## config.mk

```make
export PLATFORM = sky130hd
export DESIGN_NAME = ro_entropy_sequencer
export DESIGN_NICKNAME = d
export VERILOG_FILES = /design/src/rtl/ro_trng_pkg.sv /design/src/rtl/ro_bit_sync.sv /design/src/rtl/ro_entropy_sequencer.sv
export SDC_FILE = /design/constraint.sdc
export NUM_CORES = 1
export LEC_CHECK = 0
export ABC_CLOCK_PERIOD_IN_PS = 2120
export CORE_MARGIN = 2
export CORE_UTILIZATION = 35
export CTS_BUF_LIST = sky130_fd_sc_hd__clkbuf_8
export DETAILED_ROUTE_END_ITERATION = 12
export HOLD_SLACK_MARGIN = 0.15
export SYNTH_ARGS = -nofsm -noshare
export SYNTH_HDL_FRONTEND = slang
export SYNTH_HIERARCHICAL = 1
export SYNTH_SLANG_ARGS = --single-unit
export TNS_END_PERCENT = 30
```

## constraint.sdc

```tcl
create_clock -name clk -period 2.12 [get_ports clk]
set_input_delay 0.318 -clock clk [delete_from_list [all_inputs] [get_ports clk]]
set_output_delay 0.318 -clock clk [all_outputs]
set_load 0.1 [all_outputs]
```

## src/rtl/ro_trng_pkg.sv

```systemverilog
// Shared types and default sizes for the ring-oscillator TRNG slice.
package ro_trng_pkg;

    localparam int unsigned NUM_RO_DEF = 32;
    localparam int unsigned SEL_W_DEF  = 5;
    localparam int unsigned WORD_W_DEF = 32;

    typedef enum logic [1:0] {
        IDLE,
        SETTLE,
        SAMPLE,
        STALL
    } ro_state_e;

endpackage

```

## src/rtl/ro_bit_sync.sv

```systemverilog
// Two-flop synchronizer bringing the asynchronous ring-oscillator output into the clk domain.
module ro_bit_sync (
    input  logic clk,
    input  logic rst,
    input  logic async_i,
    output logic sync_o
);

    logic [1:0] sync_q;

    always_ff @(posedge clk) begin
        if (rst) begin
            sync_q <= '0;
        end else begin
            sync_q <= {sync_q[0], async_i};
        end
    end

    assign sync_o = sync_q[1];

endmodule

```

## src/rtl/ro_entropy_sequencer.sv

```systemverilog
// Round-robin RO sequencer: settle, XOR-fold samples into raw bits, pack into words on valid/ready.
// Optional von Neumann debiasing of raw bits when RO_VN_DEBIAS_EN is defined.
module ro_entropy_sequencer
    import ro_trng_pkg::*;
#(
    parameter int unsigned NUM_RO     = NUM_RO_DEF,
    parameter int unsigned SEL_W      = SEL_W_DEF,
    parameter int unsigned SETTLE_CYC = 16,
    parameter int unsigned SAMPLE_CYC = 8,
    parameter int unsigned WORD_W     = WORD_W_DEF
) (
    input  logic              clk,
    input  logic              rst,
    input  logic              run,
    input  logic              ro_bit,
    output logic [NUM_RO-1:0] ro_en_n,
    output logic [SEL_W-1:0]  ro_sel,
    output logic              busy,
    output logic [WORD_W-1:0] rnd_data,
    output logic              rnd_valid,
    input  logic              rnd_ready
);

    localparam int unsigned CNT_MAX = (SETTLE_CYC > SAMPLE_CYC) ? SETTLE_CYC : SAMPLE_CYC;
    localparam int unsigned CNT_W   = (CNT_MAX > 1) ? $clog2(CNT_MAX) : 1;
    localparam int unsigned BCNT_W  = $clog2(WORD_W);

    ro_state_e         state_q, state_d;
    logic [CNT_W-1:0]  cnt_q, cnt_d;
    logic [SEL_W-1:0]  sel_q, sel_d;
    logic              acc_q, acc_d;
    logic [WORD_W-1:0] shreg_q, shreg_d;
    logic [BCNT_W-1:0] bcnt_q, bcnt_d;
    logic [WORD_W-1:0] data_q, data_d;
    logic              valid_q, valid_d;
    logic              ro_sync;
    logic              raw_bit;
    logic              new_bit;
    logic              accept;
`ifdef RO_VN_DEBIAS_EN
    logic              pair_full_q, pair_full_d;
    logic              pair_bit_q, pair_bit_d;
`endif

    ro_bit_sync u_sync (
        .clk     (clk),
        .rst     (rst),
        .async_i (ro_bit),
        .sync_o  (ro_sync)
    );

    always_comb begin
        state_d = state_q;
        cnt_d   = cnt_q;
        sel_d   = sel_q;
        acc_d   = acc_q;
        shreg_d = shreg_q;
        bcnt_d  = bcnt_q;
        data_d  = data_q;
        valid_d = valid_q & ~rnd_ready;
        raw_bit = acc_q ^ ro_sync;
        new_bit = raw_bit;
        accept  = 1'b0;
`ifdef RO_VN_DEBIAS_EN
        pair_full_d = pair_full_q;
        pair_bit_d  = pair_bit_q;
`endif

        unique case (state_q)
            IDLE: begin
                if (run) begin
                    state_d = SETTLE;
                    cnt_d   = '0;
                end
            end
            SETTLE: begin
                if (cnt_q == CNT_W'(SETTLE_CYC - 1)) begin
                    cnt_d   = '0;
                    state_d = SAMPLE;
                end else begin
                    cnt_d = cnt_q + CNT_W'(1);
                end
            end
            SAMPLE: begin
                acc_d = raw_bit;
                cnt_d = cnt_q + CNT_W'(1);
                if (cnt_q == CNT_W'(SAMPLE_CYC - 1)) begin
                    acc_d   = 1'b0;
                    cnt_d   = '0;
                    sel_d   = sel_q + SEL_W'(1);
                    state_d = run ? SETTLE : IDLE;
`ifdef RO_VN_DEBIAS_EN
                    // First raw bit of a pair is only latched; the second decides.
                    if (!pair_full_q) begin
                        pair_full_d = 1'b1;
                        pair_bit_d  = raw_bit;
                    end else begin
                        pair_full_d = 1'b0;
                        accept      = pair_bit_q ^ raw_bit;
                        new_bit     = pair_bit_q;
                    end
`else
                    accept = 1'b1;
`endif
                    if (accept) begin
                        shreg_d = {shreg_q[WORD_W-2:0], new_bit};
                        if (bcnt_q == BCNT_W'(WORD_W - 1)) begin
                            bcnt_d = '0;
                            if (!valid_q || rnd_ready) begin
                                data_d  = shreg_d;
                                valid_d = 1'b1;
                            end else begin
                                state_d = STALL;
                            end
                        end else begin
                            bcnt_d = bcnt_q + BCNT_W'(1);
                        end
                    end
                end
            end
            STALL: begin
                // Completed word waits in shreg_q until the output register drains.
                if (rnd_ready) begin
                    data_d  = shreg_q;
                    valid_d = 1'b1;
                    state_d = run ? SETTLE : IDLE;
                end
            end
            default: state_d = IDLE;
        endcase
    end

    always_ff @(posedge clk) begin
        if (rst) begin
            state_q <= IDLE;
            cnt_q   <= '0;
            sel_q   <= '0;
            acc_q   <= 1'b0;
            shreg_q <= '0;
            bcnt_q  <= '0;
            data_q  <= '0;
            valid_q <= 1'b0;
        end else begin
            state_q <= state_d;
            cnt_q   <= cnt_d;
            sel_q   <= sel_d;
            acc_q   <= acc_d;
            shreg_q <= shreg_d;
            bcnt_q  <= bcnt_d;
            data_q  <= data_d;
            valid_q <= valid_d;
        end
    end

`ifdef RO_VN_DEBIAS_EN
    always_ff @(posedge clk) begin
        if (rst) begin
            pair_full_q <= 1'b0;
            pair_bit_q  <= 1'b0;
        end else begin
            pair_full_q <= pair_full_d;
            pair_bit_q  <= pair_bit_d;
        end
    end
`endif

    assign ro_en_n   = (state_q == SETTLE || state_q == SAMPLE) ? ~(NUM_RO'(1) << sel_q) : '1;
    assign ro_sel    = sel_q;
    assign busy      = (state_q != IDLE);
    assign rnd_data  = data_q;
    assign rnd_valid = valid_q;

endmodule

```

==> out/qor.yml <==
setup_path:
  critPathCaptureType: "output port"
  cp_slowest_stage_delay_ns: 0.37
  crit_chain: "inv_1, ha_4, buf_4, and3_4, nand2_1, buf_12"
  cp_max_fo: 5
  cp-start-kind: "flop"
  crit_path_top_delay_cell: "dfxtp_4"
  reg2reg_from: "bcnt_q[0]"
  timing.critical_path.buf_inv: 3
  critPathArrivalTime_ns: 1.74
  critPathKind: "reg2out"
  crit_family: "buffers and inverters"
  r2r-end: "state_q[0]"
  cp_data_required_time_ns: 1.80
  rrSetupSlack_ns: 0.19
  rr_worst_depth: 7
drt:
  drc: 0
  num_vias: 3376
  routed_wl_um: 8900
  drtAntennaViolNets: 0
  drt_pass1_iterations: 5
  detail_route.iter0.violations: 127
  vias_per_cell: 4.99
  wire_per_inst_um: 13.2
clock_network:
  root_buffer: "clkbuf_8"
  clkTransAtPathRegs_ns: 0.09
  clk_latency_ns: 0.36
  clk_path_buf_depth: 2
  clock-sinks: 84
  htreeDepth: 3
  tritoncts: "built"
  cts_buffers: 9
timing:
  fin_worst_skew_ns: 0.0101
  fmax_mhz: 485
  relSlewSlack: 0.639
  rsz0062_at_grt: "yes"
  hold_viol: 0
  tns_ns: 0
  finalMaxSlewViolations: 0
  period_needed_ns: 2.06
  setup_viol: 0
  tightestPinTransition_ns: 0.541
  timing.final.crit_share: 0.973
floorplan:
  rows: 39
  die-area_um2: 12500
  ios: 76
  die_w_um: 112
  start_util: 0.357
  die_y_um: 112
  core_area_um2: 11400
power:
  combinationalPowerShare: 0.304
  pwr-share-clk: 0.290
  seqPwrFrac: 0.407
  power.density_nw_per_um2: 751
  power.internal_mw: 2.65
  power.net_switching_mw: 1.45
  ir_drop_mv: 0.507
  power_leakage_nw: 1.93
  p_sw_frac: 0.354
  power_mw: 4.10
yosys:
  async_flop_share: 0
  synth_nets: 484
  yosysTopAreaCell: "dfxtp_1"
  synth_top_area_frac: 0.415
  netlist_instances: 463
  synth-main-ff-cell: "dfxtp_1"
  yosysWarningCount: 6
  ys_seq_area_frac: 0.415
  synth-edff-count: 0
  synth-seq-cells: 84
  netlist_area_um2: 4050
  syn_area_per_cell_um2: 8.76
  yosysUniqueCellTypes: 41
  ys_top_cells_by_area: "dfxtp_1 (41%), a211oi_2 (9.6%), nand2_1 (9.1%), mux2i_1 (8.1%), a21oi_1 (5.4%)"
global_route:
  antenna_found_initial: 0
  gr-total-overflow: 0
  grt_max_degree: 74
  grt_use_total: 0.141
  grt_pass1_vias: 3207
  grt_pass1_wl_um: 14900
placed_design:
  hpwlAfterDp_um: 5960
  port_buffers: 75
  gp_congestion: 0.763
cells_and_area:
  nNetsFinal: 549
  num_antenna_cells: 0
  area_growth_pct: 34.6
  drive_gt1_frac: 0.293
min_path:
  holdPathEnd: "state_q[1]"
  worstHoldPathType: "in2reg"
  min_path_cells: 2
  min_from: "rst"
job:
  maxCapViolCount: 0
run_status:
  status: "completed"
## worst max path at each step
stage / startpoint / to / slack, ns / cells past startpoint
floorplan: ro_sel[1] / ro_en_n[31] / -0.03 / 3
global placement: rnd_ready / rnd_data[0] / 0.23 / 6
detailed placement: state_q[0] / ro_en_n[16] / 0.21 / 6
CTS: state_q[1] / ro_en_n[13] / 0.004 / 6
global route: state_q[1] / ro_en_n[28] / -0.007 / 6
finish: state_q[1] / ro_en_n[10] / 0.06 / 6
## sequential cells by signal, indices dropped and copies added (netlist names)
name	flops
acc_q	1
bcnt_q	5
cnt_q	4
rnd_data	32
rnd_valid	1
ro_sel	5
shreg_q	32
state_q	2
u_sync/sync_q	2
## what timing repair did
action | in CTS | in global routing
setup buffers | 3 | 1
pin swaps | 1 | 2
hold buffers | 0 | 0
gates resized for setup | 8 | 4
endpoints found under the setup margin | 18 | 27
## worst register-to-register path, delay by kind of cell (launching register included)
family | cells | cell delay (ns)
fa+ha+maj | 2 | 0.44
flops | 1 | 0.40
compound gates | 1 | 0.11
simple gates | 4 | 0.90
## stage by stage
step	setup slack [ns]	hold slack, ns	utilization	instances	instance area, µm²
floorplan	-0.0307	0.390	-	463	4110
global placement	0.229	0.423	0.455	656	5180
detailed placement	0.208	0.423	0.455	656	5180
CTS	0.00377	0.229	0.478	675	5430
global route	-0.00715	0.243	0.480	676	5460
finish	0.0580	0.244	0.480	676	5460
## synth_stat cells (2+ instances only)
cell      number
buf_1          4
and2_1         5
nand3_1        9
buf_6          7
mux2i_1       33
and4b_1        3
a211oi_2      31
a211oi_1       2
a21oi_1       44
or4_1          3
nor2_1        46
buf_2          4
nor2b_1        7
nor3_1         5
buf_4          3
o31ai_1        2
o21ai_0        6
nand2_1       98
dfxtp_1       84
clkbuf_1      16
nand4_1        4
inv_1          7
and3b_1        2
xor2_1         2
and3_1         4
nand3b_1       2
ha_1          16
## layout make-up
type                    instances  area (µm²)
well taps                     143         179
fillers                      1089        5910
multi-input cells             338        2210
clock inverters                 6        70.1
repair buffers                 88        1120
clock buffers                  10         138
flip-flops and latches         84        1710
inverters                       7        26.3
## kinds of logic after synthesis
logic type,Yosys count,share of synthesized area
and+or+nand+nor,194,0.215
AOI/OAI and AO/OA,92,0.177
DFF,84,0.415
buffers and inverters,41,0.0549
muxes,33,0.0815
adders and majority gates,16,0.0494
xor gates and xnor gates,3,0.00648
## cells in the final DEF (no fill, tap or decap), drive strengths merged, types with 9 or more instances in the layout
cell / instances
nor2: 46
mux2i: 33
nand3: 9
ha: 16
clkbuf: 10
dfxtp: 84
a21oi: 44
a211oi: 33
buf: 85
nand2: 98
inv: 9
## layer usage
metal	part of all wire	global-route usage	vias to the layer above
li1	-	-	1721
met1	0.49	0.183	1570
met2	0.46	0.240	75
met3	0.035	0.0212	10
met4	0.012	0.0502	0
met5	0	0	-
## power groups by stage
stage / clock [mW] / combinational [mW] / sequential [mW]
after global placement: 0 / 1.11 / 1.69
after CTS: 1.23 / 1.21 / 1.66
final: 1.19 / 1.24 / 1.67
after detailed placement: 0 / 1.12 / 1.70
after floorplan: 0 / 0.653 / 1.88
after global routing: 1.28 / 1.31 / 1.67
(Power assumes the default switching activity.)
